**config.mk**
```make
export PLATFORM = sky130hd
export DESIGN_NAME = text_console_ctrl_flat
export DESIGN_NICKNAME = d
export VERILOG_FILES = /design/src/rtl/text_console_ctrl_if.sv /design/src/rtl/text_console_ctrl.sv /design/src/flat_wrapper.sv
export SDC_FILE = /design/constraint.sdc
export NUM_CORES = 1
export LEC_CHECK = 0
export CAP_MARGIN = 20
export CORE_MARGIN = 3
export CORE_UTILIZATION = 51
export CTS_BUF_LIST = sky130_fd_sc_hd__clkbuf_8
export CTS_CLUSTER_DIAMETER = 120
export DETAILED_ROUTE_END_ITERATION = 16
export PLACE_DENSITY = 0.73
export SKIP_LAST_GASP = 1
export SLEW_MARGIN = 10
export SYNTH_ARGS = -nofsm -noshare
export SYNTH_HDL_FRONTEND = slang
export SYNTH_SLANG_ARGS = --single-unit
```
**constraint.sdc**
```tcl
create_clock -name clk -period 4.43 [get_ports clk]
set_clock_uncertainty 0.15 [all_clocks]
set_input_delay 1.329 -clock clk [delete_from_list [all_inputs] [get_ports clk]]
set_output_delay 1.329 -clock clk [all_outputs]
set_load 0.1 [all_outputs]
```
**src/rtl/text_console_ctrl_if.sv**
```systemverilog
// rtl/text_console_ctrl_if.sv - byte stream into the text console controller.
interface text_console_ctrl_if;
  logic       in_valid;
  logic [7:0] in_data;
  logic       in_ready;

  modport master (output in_valid, output in_data, input in_ready);
  modport slave  (input in_valid, input in_data, output in_ready);
endinterface

```
**src/rtl/text_console_ctrl.sv**
```systemverilog
// rtl/text_console_ctrl.sv - terminal-style writer for the 80x30 text RAM with scroll-by-offset.
module text_console_ctrl #(
  parameter int         COLS = 80,
  parameter int         ROWS = 30,
  parameter logic [7:0] FILL = 8'd0
) (
  input  logic               clk,
  input  logic               rst,
  text_console_ctrl_if.slave in_bus,
  output logic               ram_we,
  output logic [11:0]        ram_addr,
  output logic [7:0]         ram_wdata,
  output logic [4:0]         top_row,
  output logic [6:0]         cur_col,
  output logic [4:0]         cur_row,
  output logic               busy
);

  localparam logic [11:0] CELLS    = 12'(COLS * ROWS);
  localparam logic [11:0] LINE     = 12'(COLS);
  localparam logic [6:0]  LAST_COL = 7'(COLS - 1);
  localparam logic [4:0]  LAST_ROW = 5'(ROWS - 1);

  typedef enum logic [1:0] {CLEAR, IDLE, LINECLR} state_t;

  state_t      state;
  logic [11:0] cnt;
  logic [4:0]  bottom;
  logic [4:0]  next_row;
  logic        at_bottom;
  logic        accept;
  logic [7:0]  data;

  function automatic logic [4:0] row_inc(input logic [4:0] r);
    return (r == LAST_ROW) ? 5'd0 : r + 5'd1;
  endfunction

  function automatic logic [11:0] row_base(input logic [4:0] r);
    return 12'(r) * LINE;
  endfunction

  assign bottom          = (top_row == 5'd0) ? LAST_ROW : top_row - 5'd1;
  assign next_row        = row_inc(cur_row);
  assign at_bottom       = (cur_row == bottom);
  assign in_bus.in_ready = (state == IDLE);
  assign busy            = (state != IDLE);
  assign accept          = in_bus.in_valid && (state == IDLE);
  assign data            = in_bus.in_data;

  always_ff @(posedge clk) begin
    if (rst) begin
      state     <= CLEAR;
      cnt       <= 12'd0;
      ram_we    <= 1'b0;
      ram_addr  <= 12'd0;
      ram_wdata <= 8'd0;
      top_row   <= 5'd0;
      cur_col   <= 7'd0;
      cur_row   <= 5'd0;
    end else begin
      ram_we <= 1'b0;
      unique case (state)
        CLEAR: begin
          if (cnt < CELLS) begin
            ram_we    <= 1'b1;
            ram_addr  <= cnt;
            ram_wdata <= FILL;
            cnt       <= cnt + 12'd1;
          end else begin
            state <= IDLE;
          end
        end
        LINECLR: begin
          if (cnt < LINE) begin
            ram_we    <= 1'b1;
            ram_addr  <= row_base(cur_row) + cnt;
            ram_wdata <= FILL;
            cnt       <= cnt + 12'd1;
          end else begin
            state <= IDLE;
          end
        end
        IDLE: begin
          if (accept) begin
            if (data >= 8'd32 && data <= 8'd126) begin
              ram_we    <= 1'b1;
              ram_addr  <= row_base(cur_row) + 12'(cur_col);
              ram_wdata <= data;
              if (cur_col < LAST_COL) begin
                cur_col <= cur_col + 7'd1;
              end else begin
                cur_col <= 7'd0;
                cur_row <= next_row;
                if (at_bottom) begin
                  top_row <= row_inc(top_row);
                  state   <= LINECLR;
                  cnt     <= 12'd0;
                end
              end
            end else begin
              case (data)
                8'd13: cur_col <= 7'd0;
                8'd10: begin
                  cur_col <= 7'd0;
                  cur_row <= next_row;
                  // LF itself writes nothing, so the first blanking write starts on the accept edge
                  if (at_bottom) begin
                    top_row   <= row_inc(top_row);
                    state     <= LINECLR;
                    ram_we    <= 1'b1;
                    ram_addr  <= row_base(next_row);
                    ram_wdata <= FILL;
                    cnt       <= 12'd1;
                  end
                end
                8'd8: begin
                  if (cur_col != 7'd0) begin
                    cur_col   <= cur_col - 7'd1;
                    ram_we    <= 1'b1;
                    ram_addr  <= row_base(cur_row) + 12'(cur_col - 7'd1);
                    ram_wdata <= FILL;
                  end
                end
                8'd12: begin
                  state     <= CLEAR;
                  cur_col   <= 7'd0;
                  cur_row   <= 5'd0;
                  top_row   <= 5'd0;
                  ram_we    <= 1'b1;
                  ram_addr  <= 12'd0;
                  ram_wdata <= FILL;
                  cnt       <= 12'd1;
                end
                default: ;
              endcase
            end
          end
        end
        default: state <= CLEAR;
      endcase
    end
  end

endmodule
```
**src/flat_wrapper.sv**
```systemverilog
// flat-port wrapper written by rule: the top's interface ports become plain ports
module text_console_ctrl_flat 
#(
  parameter int         COLS = 80,
  parameter int         ROWS = 30,
  parameter logic [7:0] FILL = 8'd0
)
  (clk, rst, ram_we, ram_addr, ram_wdata, top_row, cur_col, cur_row, busy, in_bus_in_valid, in_bus_in_data, in_bus_in_ready);
  text_console_ctrl_if in_bus_i ();
  input  logic clk;
  input  logic rst;
  output logic ram_we;
  output logic [11:0] ram_addr;
  output logic [7:0] ram_wdata;
  output logic [4:0] top_row;
  output logic [6:0] cur_col;
  output logic [4:0] cur_row;
  output logic busy;
  input wire logic [$bits(in_bus_i.in_valid)-1:0] in_bus_in_valid;
  input wire logic [$bits(in_bus_i.in_data)-1:0] in_bus_in_data;
  output wire logic [$bits(in_bus_i.in_ready)-1:0] in_bus_in_ready;
  assign in_bus_i.in_valid = in_bus_in_valid;
  assign in_bus_i.in_data = in_bus_in_data;
  assign in_bus_in_ready = in_bus_i.in_ready;
  text_console_ctrl #(.COLS(COLS), .ROWS(ROWS), .FILL(FILL)) u_core (.clk(clk), .rst(rst), .in_bus(in_bus_i), .ram_we(ram_we), .ram_addr(ram_addr), .ram_wdata(ram_wdata), .top_row(top_row), .cur_col(cur_col), .cur_row(cur_row), .busy(busy));
endmodule
```
# [Yosys cells after proc, flatten, opt, wreduce, memory -nomap -nowiden]
# Index checks and enable logic that the tools add are counted.
[totals] n_memories=0 latchBits=0 inputBits=11 ram_bits=0 out_inout_bits=40 regBits=52 romBits=0 elab_cells=118
[op_classes] n_addsub=10 n_div=0 muxes=55 n_lt_le_gt_ge=5 reduce_logical=14 shifts=0 bitwise=0 eq_ne=24 multipliers=2
[op_table] operator="$mux W12" n=13
[op_table] operator="$pmux W12 S3" n=3
[op_table] operator="$mux W8" n=6
[op_table] operator="$pmux W8 S3" n=2
[op_table] operator="$mux W5" n=8
[op_table] operator="$eq A8 B4 Y1 const B" n=4
[op_table] operator="$add A12 B12 Y12" n=2
[op_table] operator="$pmux W12 S2" n=1
[op_table] operator="$mux W7" n=3
[op_table] operator="$pmux W5 S2" n=2
[op_table] operator="$mul A5 B3 Y8 const B" n=2
[op_table] operator="$pmux W7 S2" n=1
[op_table] operator="$add A12 B1 Y12 const B" n=1
[op_table] operator="$add A12 B7 Y12" n=1
[op_table] operator="$lt A12 B12 Y1 const B" n=1
[op_table] operator="$lt A12 B7 Y1 const B" n=1
[op_table] operator="$mux W2" n=6
[op_table] operator="$add A5 B1 Y5 const B" n=2
[op_table] operator="$eq A5 B5 Y1 const B" n=2
[op_table] operator="$reduce_bool A3 Y1" n=3
[op_table] operator="$ge A8 B6 Y1 const B" n=1
[op_table] operator="$le A8 B7 Y1 const B" n=1
[op_table] operator="$ne A2 B1 Y1 const B" n=4
[op_table] operator="$ne A4 B2 Y1 const B" n=2
[op_table] operator="27 further kinds" n=38

# [Logic depth before layout (Yosys ltp)]
[depth] depth_word=8 depth_mapped=15 ltp_nobuf=14

# [Worst setup path before layout]
# No wires, ideal clock.
[synth_path] kind="flip-flop to flip-flop" from="reg u_core.cur_row[1]" to="reg u_core.ram_addr[11]" stages_incl_launch_ff=14 t_required_ns=4.205 path_buffers=0 t_arrival_ns=3.814 synth_period_minus_slack_ns=4.039 slack_ns=0.391 setup_ns=0.075 path_cell_list="dfxtp_1 -> ha_1 -> ha_1 -> inv_1 -> fa_1 -> inv_1 -> ha_1 -> nand3_1 -> o2111ai_1 -> a21o_1 -> a21oi_1 -> xnor2_1 -> o31a_1 -> a31oi_1"
[synth_via] elab_chain_cells=8 elab_cells_between_ends=18 cone_classes="add/sub (4); mul (2); eq/ne (3); mux (8); reduce/logical (1)"
[synth_lines] item="start, declared" line="text_console_ctrl.sv:15" source="output logic [4:0] cur_row,"
[synth_lines] item="start signal, assigned" line="text_console_ctrl.sv:93" source="cur_row <= next_row;"
[synth_lines] item="start signal, assigned" line="text_console_ctrl.sv:105" source="cur_row <= next_row;"
[synth_lines] item="branches (longest 8 deep; another with $add A12 B12 Y12)"
[synth_lines] item="end signal, assigned" line="text_console_ctrl.sv:66" source="ram_addr <= cnt;"
[synth_lines] item="end signal, assigned" line="text_console_ctrl.sv:87" source="ram_addr <= row_base(cur_row) + 12'(cur_col);"
[synth_lines] item="end signal, assigned" line="text_console_ctrl.sv:111" source="ram_addr <= row_base(next_row);"
[synth_lines] item="end, declared" line="text_console_ctrl.sv:11" source="output logic [11:0] ram_addr,"
# Parallel ways; which one is timed is not known. The select of a mux whose other input is x is not followed.
# A chain may end at the register's enable or synchronous reset.

# [Final worst setup path]
[layout_path] from="in in_bus_in_data[0]" to="reg u_core.top_row[4]"
[layout_via] elab_chain_cells=4 elab_cells_between_ends=10 cone_classes="order compare (2); eq/ne (3); mux (2); reduce/logical (3)"
[layout_lines] item="start, declared" line="flat_wrapper.sv:20" source="input wire logic [$bits(in_bus_i.in_data)-1:0] in_bus_in_data;"
[layout_lines] item="$ge A8 B6 Y1 / $le A8 B7 Y1 (equally long branches)" line="text_console_ctrl.sv:85" source="if (data >= 8'd32 && data <= 8'd126) begin"
[layout_lines] item="$logic_and A1 B1 Y1" line="text_console_ctrl.sv:85"
[layout_lines] item="$ne A2 B2 Y1 (no line) / $reduce_bool A3 Y1 (equally long branches)"
[layout_lines] item="$reduce_and A4 Y1 (no line)"
[layout_lines] item="end signal, assigned" line="text_console_ctrl.sv:95" source="top_row <= row_inc(top_row);"
[layout_lines] item="end signal, assigned" line="text_console_ctrl.sv:108" source="top_row <= row_inc(top_row);"
[layout_lines] item="end, declared" line="text_console_ctrl.sv:13" source="output logic [4:0] top_row,"
# Parallel ways exist; a longest one is shown, timed or not.

==> metrics.cfg <==
[synthesis]
seq_area_frac_synth=0.2286
netlist_instances=580
syn_nets=638
async_reset_ff_frac=0
yosysTopAreaCellShare=0.2286
yosysTopAreaCell=dfxtp_1
synth_cell_type_count=70
synth.top_cells.by_area=dfxtp_1 23%, ha_1 12%, xnor2_1 6.3%, a21oi_1 4.8%, nor2_1 4.4%
ys.flop_type=dfxtp_1
synth_area_um2=4554
syn_avg_cell_area_um2=7.852
synth_edf_count=0
yosys_warnings=0
ys_seq_elements=52

[clock_network]
cts_made_buffers=5
cts_tree=built
clock-sinks=52
cts_setup_buffers=0
clock_latency_ns=0.31
cts-root-buf=clkbuf_8
clk_pin_slew_ns=0.09
clockBufferDepth=2
cts_resized=0
htreeDepth=2
postCtsHoldBufs=0

[setup_path]
cp.arrival_ns=3.79
rr_worst_depth=13
required_ns=4.46
cp_max_fo=8
reg2reg_to=u_core.ram_addr[11]$_SDFFE_PP0P_
crit_type=primary input to flop
start_kind=primary input
reg2reg_from=u_core.cur_row[2]$_SDFFE_PP0P_
cp-end-kind=flop
r2r_slack_ns=0.78
crit_start=in_bus_in_data[0]

[timing]
tightest_slew_ns=0.9828
fin_crit_ns=3.756
fin_hold_ws_ns=0.3088
finalHoldViolations=0
timing.fmax_ghz=0.2663
slew_headroom=0.3427
maxSlewViolCount=0
post-route-period-util=0.8478
timing.final.ws_setup_ns=0.6743
tns_ns=0
setup_viol_count_final=0
rsz0062_at_grt=no

[placed_design]
io_buffers=50
dp_hpwl_um=9559
place_congestion=0.9676
place_inst=716
pre_cts_slack_ns=0.3982

[floorplan]
ios=51
die_h_um=100.5
rows=33
die_w_um=100.5
dieArea_um2=10100
coreArea_um2=8423
initial_core_util=0.5407

[cells_and_area]
fillers=770
drive_gt1_frac=0.07754
final_cell_mix=53 x nor2_1, 52 x dfxtp_1, 44 x a21oi_1, 42 x ha_1, 41 x nand2_1
nNetsFinal=676
syn_to_final_growth_pct=14.67
layoutNonFillerInstCount=724
antenna_cells=0
layout_commonest_cell=nor2_1
fin_util=0.6200

[route]
ant_nets=0
routed_wl_um=12640
route.detailed.drc=0
wl_per_cell_um=17.46
dr.pass1.iters=5
via_count=4527
routed_via_density=6.253
drtIter0Drc=277

[grt]
grt_use_total=0.2526
grt_start_max_net_pins=39
grt_pass1_wl_um=20950
antenna_found_initial=0
first_global_vias=4411
overflow=0

[hold_path]
worstHoldPathType=flop to flop
hold_depth=2
hold_path_end=u_core.ram_addr[7]$_SDFFE_PP0P_
hp-start=u_core.ram_addr[7]$_SDFFE_PP0P_

[power_and_ir_drop]
power_density_nw_per_um2=218.0
leakage_nw=2.100
ir_worst_vdd_v=0.0002036

[run]
drv_cap=0

[status]
status=finished clean

-- cells in the mapped netlist, types with 6 or more instances --
cell type and instances:
nor2_1 53, dfxtp_1 52, a21oi_1 44, ha_1 42, nand2_1 41, o21ai_0 37, xnor2_1 33, inv_1 28
nand3_1 26, clkbuf_1 20, a211oi_1 15, nor3_1 14, xor2_1 10, and3_1 9, a21o_1 8, a31oi_1 8
buf_2 8, nand2b_1 8, nor3b_1 8, o22ai_1 7, o211ai_1 6
-- cell type report --
cell class	count	area (um^2)	area share
multi-input cells	466	3239	0.6203
flip-flops and latches	52	1041	0.1993
repair buffers	65	598.1	0.1145
well taps	105	131.4	0.02516
inverters	28	105.1	0.02012
clock buffers	5	68.82	0.01318
clock inverters	3	38.79	0.007427
-- per-stage QoR --
stage | power [W] | cell area [um^2]
floorplan | 0.0007353 | 4554
global placement | 0.0008078 | 5115
detailed placement | 0.0008124 | 5115
CTS | 0.001147 | 5223
global route | 0.001181 | 5223
finish | 0.001138 | 5223
-- state kept, by name, summed over array words and instances, names as in the netlist --
name and cells:
u_core.cnt 12, u_core.ram_addr 12, u_core.ram_wdata 8, u_core.cur_col 7
u_core.cur_row 5, u_core.top_row 5, u_core.state 2, u_core.ram_we 1
-- worst max-delay path by stage --
stage	end	slack [ns]	cells past startpoint
final	u_core.top_row[4]$_SDFFE_PP0P_	0.67	8
after CTS	u_core.top_row[4]$_SDFFE_PP0P_	0.72	8
after floorplan	u_core.ram_addr[11]$_SDFFE_PP0P_	0.39	13
after global routing	u_core.top_row[3]$_SDFFE_PP0P_	0.45	7
after global placement	u_core.top_row[0]$_SDFFE_PP0P_	0.39	8
after detailed placement	u_core.top_row[0]$_SDFFE_PP0P_	0.40	8
-- logic make-up (layout without fill, tap and decap cells) --
kind of cell	Yosys count	in the layout	synth area share
AND/OR/NAND/NOR	198	198	0.2297
AO/OA/AOI/OAI	176	176	0.2572
buffers and inverters	62	101	0.06016
flip-flops	52	52	0.2286
adder cells (fa/ha/maj)	47	47	0.1374
XOR/XNOR	43	43	0.08269
multiplexers	2	2	0.004396
-- worst max-delay path, stage by stage --
cell and delay (ns):
clkdlybuf4s50_1 0.53, nor4b_1 0.54, nand2_1 0.15, nor2_1 0.28, nand2_1 0.25, o21a_1 0.16, o21ai_0 0.44, nor2_1 0.10
-- routing by layer --
metal	GRT usage	wire, um
met5	0	0
met2	0.4327	6042
met1	0.3146	5456
met3	0.04429	806
met4	0.09845	339
-- where the power goes --
part	switching, W	internal (W)
Clock	0.000169	0.000166
Sequential	0.0000155	0.000484
Combinational	0.000209	0.0000950
Note: power is estimated with default switching activity, not from simulation.
==> variant 1: new RTL, same settings <==
`COLS` is set to 80 in 2 places; all go to 40.
--- a/src/rtl/text_console_ctrl.sv
+++ b/src/rtl/text_console_ctrl.sv
@@ -1,6 +1,6 @@
 // rtl/text_console_ctrl.sv - terminal-style writer for the 80x30 text RAM with scroll-by-offset.
 module text_console_ctrl #(
-  parameter int         COLS = 80,
+  parameter int         COLS = 40,
   parameter int         ROWS = 30,
   parameter logic [7:0] FILL = 8'd0
 ) (
--- a/src/flat_wrapper.sv
+++ b/src/flat_wrapper.sv
@@ -1,7 +1,7 @@
 // flat-port wrapper written by rule: the top's interface ports become plain ports
 module text_console_ctrl_flat 
 #(
-  parameter int         COLS = 80,
+  parameter int         COLS = 40,
   parameter int         ROWS = 30,
   parameter logic [7:0] FILL = 8'd0
 )
Check against the original RTL: same outputs for any inputs over 4 cycles, from zero or initial values and one cycle with rst high; that may be too few to reach the edited logic, so the function may still have changed.
==> variant 1 against the original RTL <==
  * Utilization shrank 1.4 points
  * Via count grew 2.9%
  * Setup slack lost 0.35 ns
  * Non-clock buffer count grew 1
  * Worst hold slack gained 0.0058 ns
  * Die area grew 3.1%
  * Area after synthesis grew 3.3%
  * Routed wire length grew 6.7%
  * Sequential share of layout area shrank 0.47 points
  * Synthesized cell count grew 1.0%
  * Sequential cell count is the same
  * Cell area grew 2.7%
  * Largest cell class unchanged
  * Highest routed layer unchanged
Power is not compared: it rests on default switching activity, and its combinational part moved more than twofold at a synthesized area within 25%.
==> variant 1: results (changes against the original RTL) <==
status=completed (unchanged); top routing layer in use=met4 (unchanged); register clock-pin slew on the reported worst setup and hold paths=0.12 ns (was 0.09 ns); CP Max Fanout=12 (was 8); worst skew pair latency=0.32 ns; hpwl dp=10300 um (was 9560 um); Post-CTS Setup Inserts=0 (unchanged); Antenna diodes=0 (unchanged); Tot GR Track Use=26.0% (was 25.3%); Met1 Routed Length=6130 um (was 5460 um); Synth cell types=84 (was 70); clock root buffer=clkbuf_8 (unchanged); HP Class=register to register (unchanged); ys async rst share=0% (unchanged); Post-Syn Nets=646 (was 638); Post-synth top cells=nor2_1 (63), dfxtp_1 (52), a21oi_1 (46) (was nor2_1 (53), dfxtp_1 (52), a21oi_1 (44)); DRT Pass-1 Iters=5 (unchanged); slowest CP cell=o311ai_0 (was nor4b_1); slew margin rel.=32.8% (was 34.3%); gp weighted congestion=0.928 (was 0.968); Nets=684 (was 676); Top Registers=u_core.cnt: 12 flops, u_core.ram_addr: 12 flops, u_core.ram_wdata: 8 flops (unchanged); register area share after synthesis=22.1% (was 22.9%); H-tree depth=2 (unchanged); Final setup viols=0 (unchanged); crit path DAT=4.20 ns (was 3.79 ns); via count of the first global-routing pass=4278 (was 4411); initial antenna violation count=0 (unchanged); first-pass GRT wire length=21600 um (was 20900 um); met3 wire length=761 um (was 806 um); Num CTS Buffers=5 (unchanged); YS warnings=0 (unchanged); clk buf depth=2 (unchanged); Vias/cell=6.35 (was 6.25); VDD IR max=~0.13 mV; # port buffers=50 (unchanged); total internal power=slightly above 0.0006 W; layout cells sized above 1=10.1% (was 7.75%); Worst path top cell family by delay=compound AO/OA/AOI/OAI gates (was simple AND/OR/NAND/NOR gates); WL met2=6300 um (was 6040 um); pin count of the biggest net entering global routing=24 (was 39); ranking of synthesized cells by area=dfxtp_1 (22%), ha_1 (12%), nor2_1 (5.0%) (was dfxtp_1 (23%), ha_1 (12%), xnor2_1 (6.3%)); mean routed wirelength per cell=18.4 um (was 17.5 um); leakage power=around 2.2 nW; post_cts resized=0 (unchanged); DR iter-0 viols=321 (was 277); Crit path largest cell delay=0.62 ns (was 0.54 ns)
variant 1: changes by cell type after synthesis, moves of 4 or more:
cell	before	now
nor3_1	14	19
nor2_1	53	63
o221ai_1	1	5
xor2_1	10	18
nand2b_1	8	4
xnor2_1	33	24
nand3_1	26	21
nor4_1	2	10
o21ai_0	37	19
a211oi_1	15	11
variant 1: through the flow:
step	total power, W	instance area, um^2	setup slack [ns]	hold slack, ns	std cells
global placement	0.000571	5260	0.117	0.290	724
CTS	0.000869	5360	0.440	0.315	732
global route	0.000894	5360	0.326	0.334	733
detailed placement	0.000572	5260	0.121	0.299	724
finish	0.000862	5360	0.325	0.315	733
floorplan	0.000540	4710	0.219	0.343	586
variant 1: cell type report:
cell class	instances	area, um^2
Multi-Input combinational cell	471	3380
Inverter	28	105
Timing Repair Buffer	66	606
Fill cell	798	3490
Tap cell	108	135
Clock inverter	3	27.5
Sequential cell	52	1040
Clock buffer	5	68.8
variant 1: path summary, 6_finish.rpt:
path | startpoint | slack (ns) | cells past startpoint | endpoint
hold / removal | u_core.ram_wdata[0] | 0.31 | 2 | u_core.ram_wdata[0]
setup / recovery | in_bus_in_data[0] | 0.33 | 7 | u_core.ram_addr[5]
setup reg to reg | u_core.cur_row[2] | 0.65 | 12 | u_core.ram_addr[10]
hold reg to reg | u_core.ram_wdata[0] | 0.31 | 2 | u_core.ram_wdata[0]
variant 1: kinds of logic (layout without fill, tap and decap cells):
group	after synthesis	after routing	share of synthesized area (%)
and+or+nand+nor	210	210	23.8
AOI/OAI and AO/OA	163	163	24.6
buffers and inverters	63	102	6.12
DFF	52	52	22.1
adders and majority gates	50	50	14.0
xor gates and xnor gates	43	43	8.30
muxes	5	5	1.06
variant 1: tightest hold or removal path, stage by stage (launching register included):
cell,delay (ns)
dfxtp_1,0.32
nand2_1,0.05
a21oi_1,0.05
variant 1: power groups by stage:
stage	sequential, W	clock, W	combinational (W)
floorplan	0.000499	0	0.0000408
global placement	0.000486	0	0.0000854
detailed placement	0.000486	0	0.0000859
CTS	0.000475	0.000308	0.0000863
global route	0.000476	0.000325	0.0000935
finish	0.000475	0.000300	0.0000872
variant 1: layer usage:
metal	global-route usage [%]	vias to the layer above
met5	0	-
met3	3.07	27
met1	37.5	2239
met4	7.97	0
met2	40.7	158
li1	-	2234
==> variant 2: new RTL, same flow settings <==
Without the edit above. Encoding of `state_t`: now one-hot (3 bits for 3 states).
--- a/src/rtl/text_console_ctrl.sv
+++ b/src/rtl/text_console_ctrl.sv
@@ -21,7 +21,7 @@
   localparam logic [6:0]  LAST_COL = 7'(COLS - 1);
   localparam logic [4:0]  LAST_ROW = 5'(ROWS - 1);
 
-  typedef enum logic [1:0] {CLEAR, IDLE, LINECLR} state_t;
+  typedef enum logic [2:0] {CLEAR = 3'b001, IDLE = 3'b010, LINECLR = 3'b100} state_t;
 
   state_t      state;
   logic [11:0] cnt;
Check against the original RTL: no difference found for any inputs over 4 cycles, from zero or initial values and one cycle with rst high; so few cycles prove little.
==> variant 2 against the original RTL <==
  * Area after synthesis rose by 0.41%
  * Synthesized cell count grew 3.3%
  * Cell area grew 0.89%
  * Setup slack got worse by 0.074 ns
  * Routed wire length increased by 6.3%
  * Critical path depth up 4
  * Sequential cell count grew 1
Power is not compared: it rests on default switching activity, and its combinational part moved more than twofold at a synthesized area within 25%.
==> variant 2: results (changes against the original RTL) <==
Post-synth top cells=a21oi_1 (54), dfxtp_1 (53), nor2_1 (52) (was nor2_1 (53), dfxtp_1 (52), a21oi_1 (44)); met3 Resource Use GR=4.57% (was 4.43%); VDD IR max=~0.11 mV; P_clk=between 0.0002 and 0.0003 W; Worst Setup Slack post-DPL=0.281 ns (was 0.398 ns); leakage power=~2 nW; WL met2=6140 um (was 6040 um); CP Max Fanout=12 (was 8); worst hold slack=0.328 ns (was 0.309 ns); top routing layer in use=met4 (unchanged); Slew @ Worst Pin=0.990 ns (was 0.983 ns); gp weighted congestion=0.942 (was 0.968); P_sw=0.000236 W; register area share after synthesis=23.2% (was 22.9%); pin count of the biggest net entering global routing=21 (was 39); placed cell area=0.00518 mm^2 (was 0.00511 mm^2); met3 wire length=1130 um (was 806 um); layout cells sized above 1=7.94% (was 7.75%); Sequential Power=0.000486 W; status=completed (unchanged); crit path DAT=3.84 ns (was 3.79 ns); mean routed wirelength per cell=18.0 um (was 17.5 um); Num CTS Buffers=5 (unchanged); clock root buffer=clkbuf_8 (unchanged); ranking of synthesized cells by area=dfxtp_1 (23%), ha_1 (10%), a21oi_1 (5.9%) (was dfxtp_1 (23%), ha_1 (12%), xnor2_1 (6.3%)); overall power=~0.00086 W; YS warnings=0 (unchanged); via count=4799 (was 4527); hpwl dp=10400 um (was 9560 um); GRT met1 Usage=38.5% (was 31.5%); met2 usage=41.4% (was 43.3%); # placed instances=739 (was 716); Tot GR Track Use=26.7% (was 25.3%); Vias/cell=6.42 (was 6.25); Post-Syn Nets=653 (was 638); Met1 Routed Length=6000 um (was 5460 um); via count of the first global-routing pass=4396 (was 4411); first-pass GRT wire length=22100 um (was 20900 um); Synth cell types=69 (was 70); Fillers=774 (was 770); H-tree depth=2 (unchanged); DR iter-0 viols=414 (was 277); Nets=695 (was 676); Post-Synthesis Cells=599 (was 580)
## variant 2: changes by cell type in the layout (fill, tap and decap cells not counted), sizes merged, moves of 5 or more
cell,before,now
a211oi,15,10
a31oi,8,13
a21o,8,13
o21a,3,8
a21oi,44,56
nand3,26,31
nand4,5,14
nor3b,8,3
buf,26,31
inv,29,24
xnor2,33,20
## variant 2: path summary, 6_finish.rpt
check / from / endpoint / slack [ns] / cells after the start
setup / recovery: u_core.cur_row[2] / u_core.ram_addr[11] / 0.60 / 12
setup reg to reg: u_core.cur_row[2] / u_core.ram_addr[11] / 0.60 / 12
hold reg to reg: u_core.ram_wdata[1] / u_core.ram_wdata[1] / 0.33 / 2
hold / removal: u_core.ram_wdata[1] / u_core.ram_wdata[1] / 0.33 / 2
## variant 2: cell families (layout without fill, tap and decap cells)
kind of cell | after synthesis | after routing | synth area share (%)
and+or+nand+nor | 210 | 210 | 23.4
AOI/OAI and AO/OA | 200 | 200 | 28.8
buffers and inverters | 58 | 101 | 5.14
DFF | 53 | 53 | 23.2
adders and majority gates | 43 | 43 | 12.6
xor gates and xnor gates | 31 | 31 | 5.94
muxes | 4 | 4 | 0.876
## variant 2: critical path, cell delays in order (launching register included)
cell	delay [ns]
dfxtp_1	0.57
ha_1	0.22
ha_1	0.16
inv_1	0.05
fa_1	0.40
xnor2_1	0.47
ha_1	0.37
or3_1	0.31
o21ai_0	0.11
nor3_1	0.09
or2_2	0.33
a31oi_1	0.30
a311oi_1	0.15
## variant 2: area by class of cell
type	count	area (um^2)	share of cell area, %
clock buffers	5	68.8	1.31
clock inverters	3	21.3	0.404
multi-input cells	488	3280	62.2
inverters	23	86.3	1.64
well taps	105	131	2.49
flip-flops and latches	53	1060	20.1
repair buffers	70	623	11.8
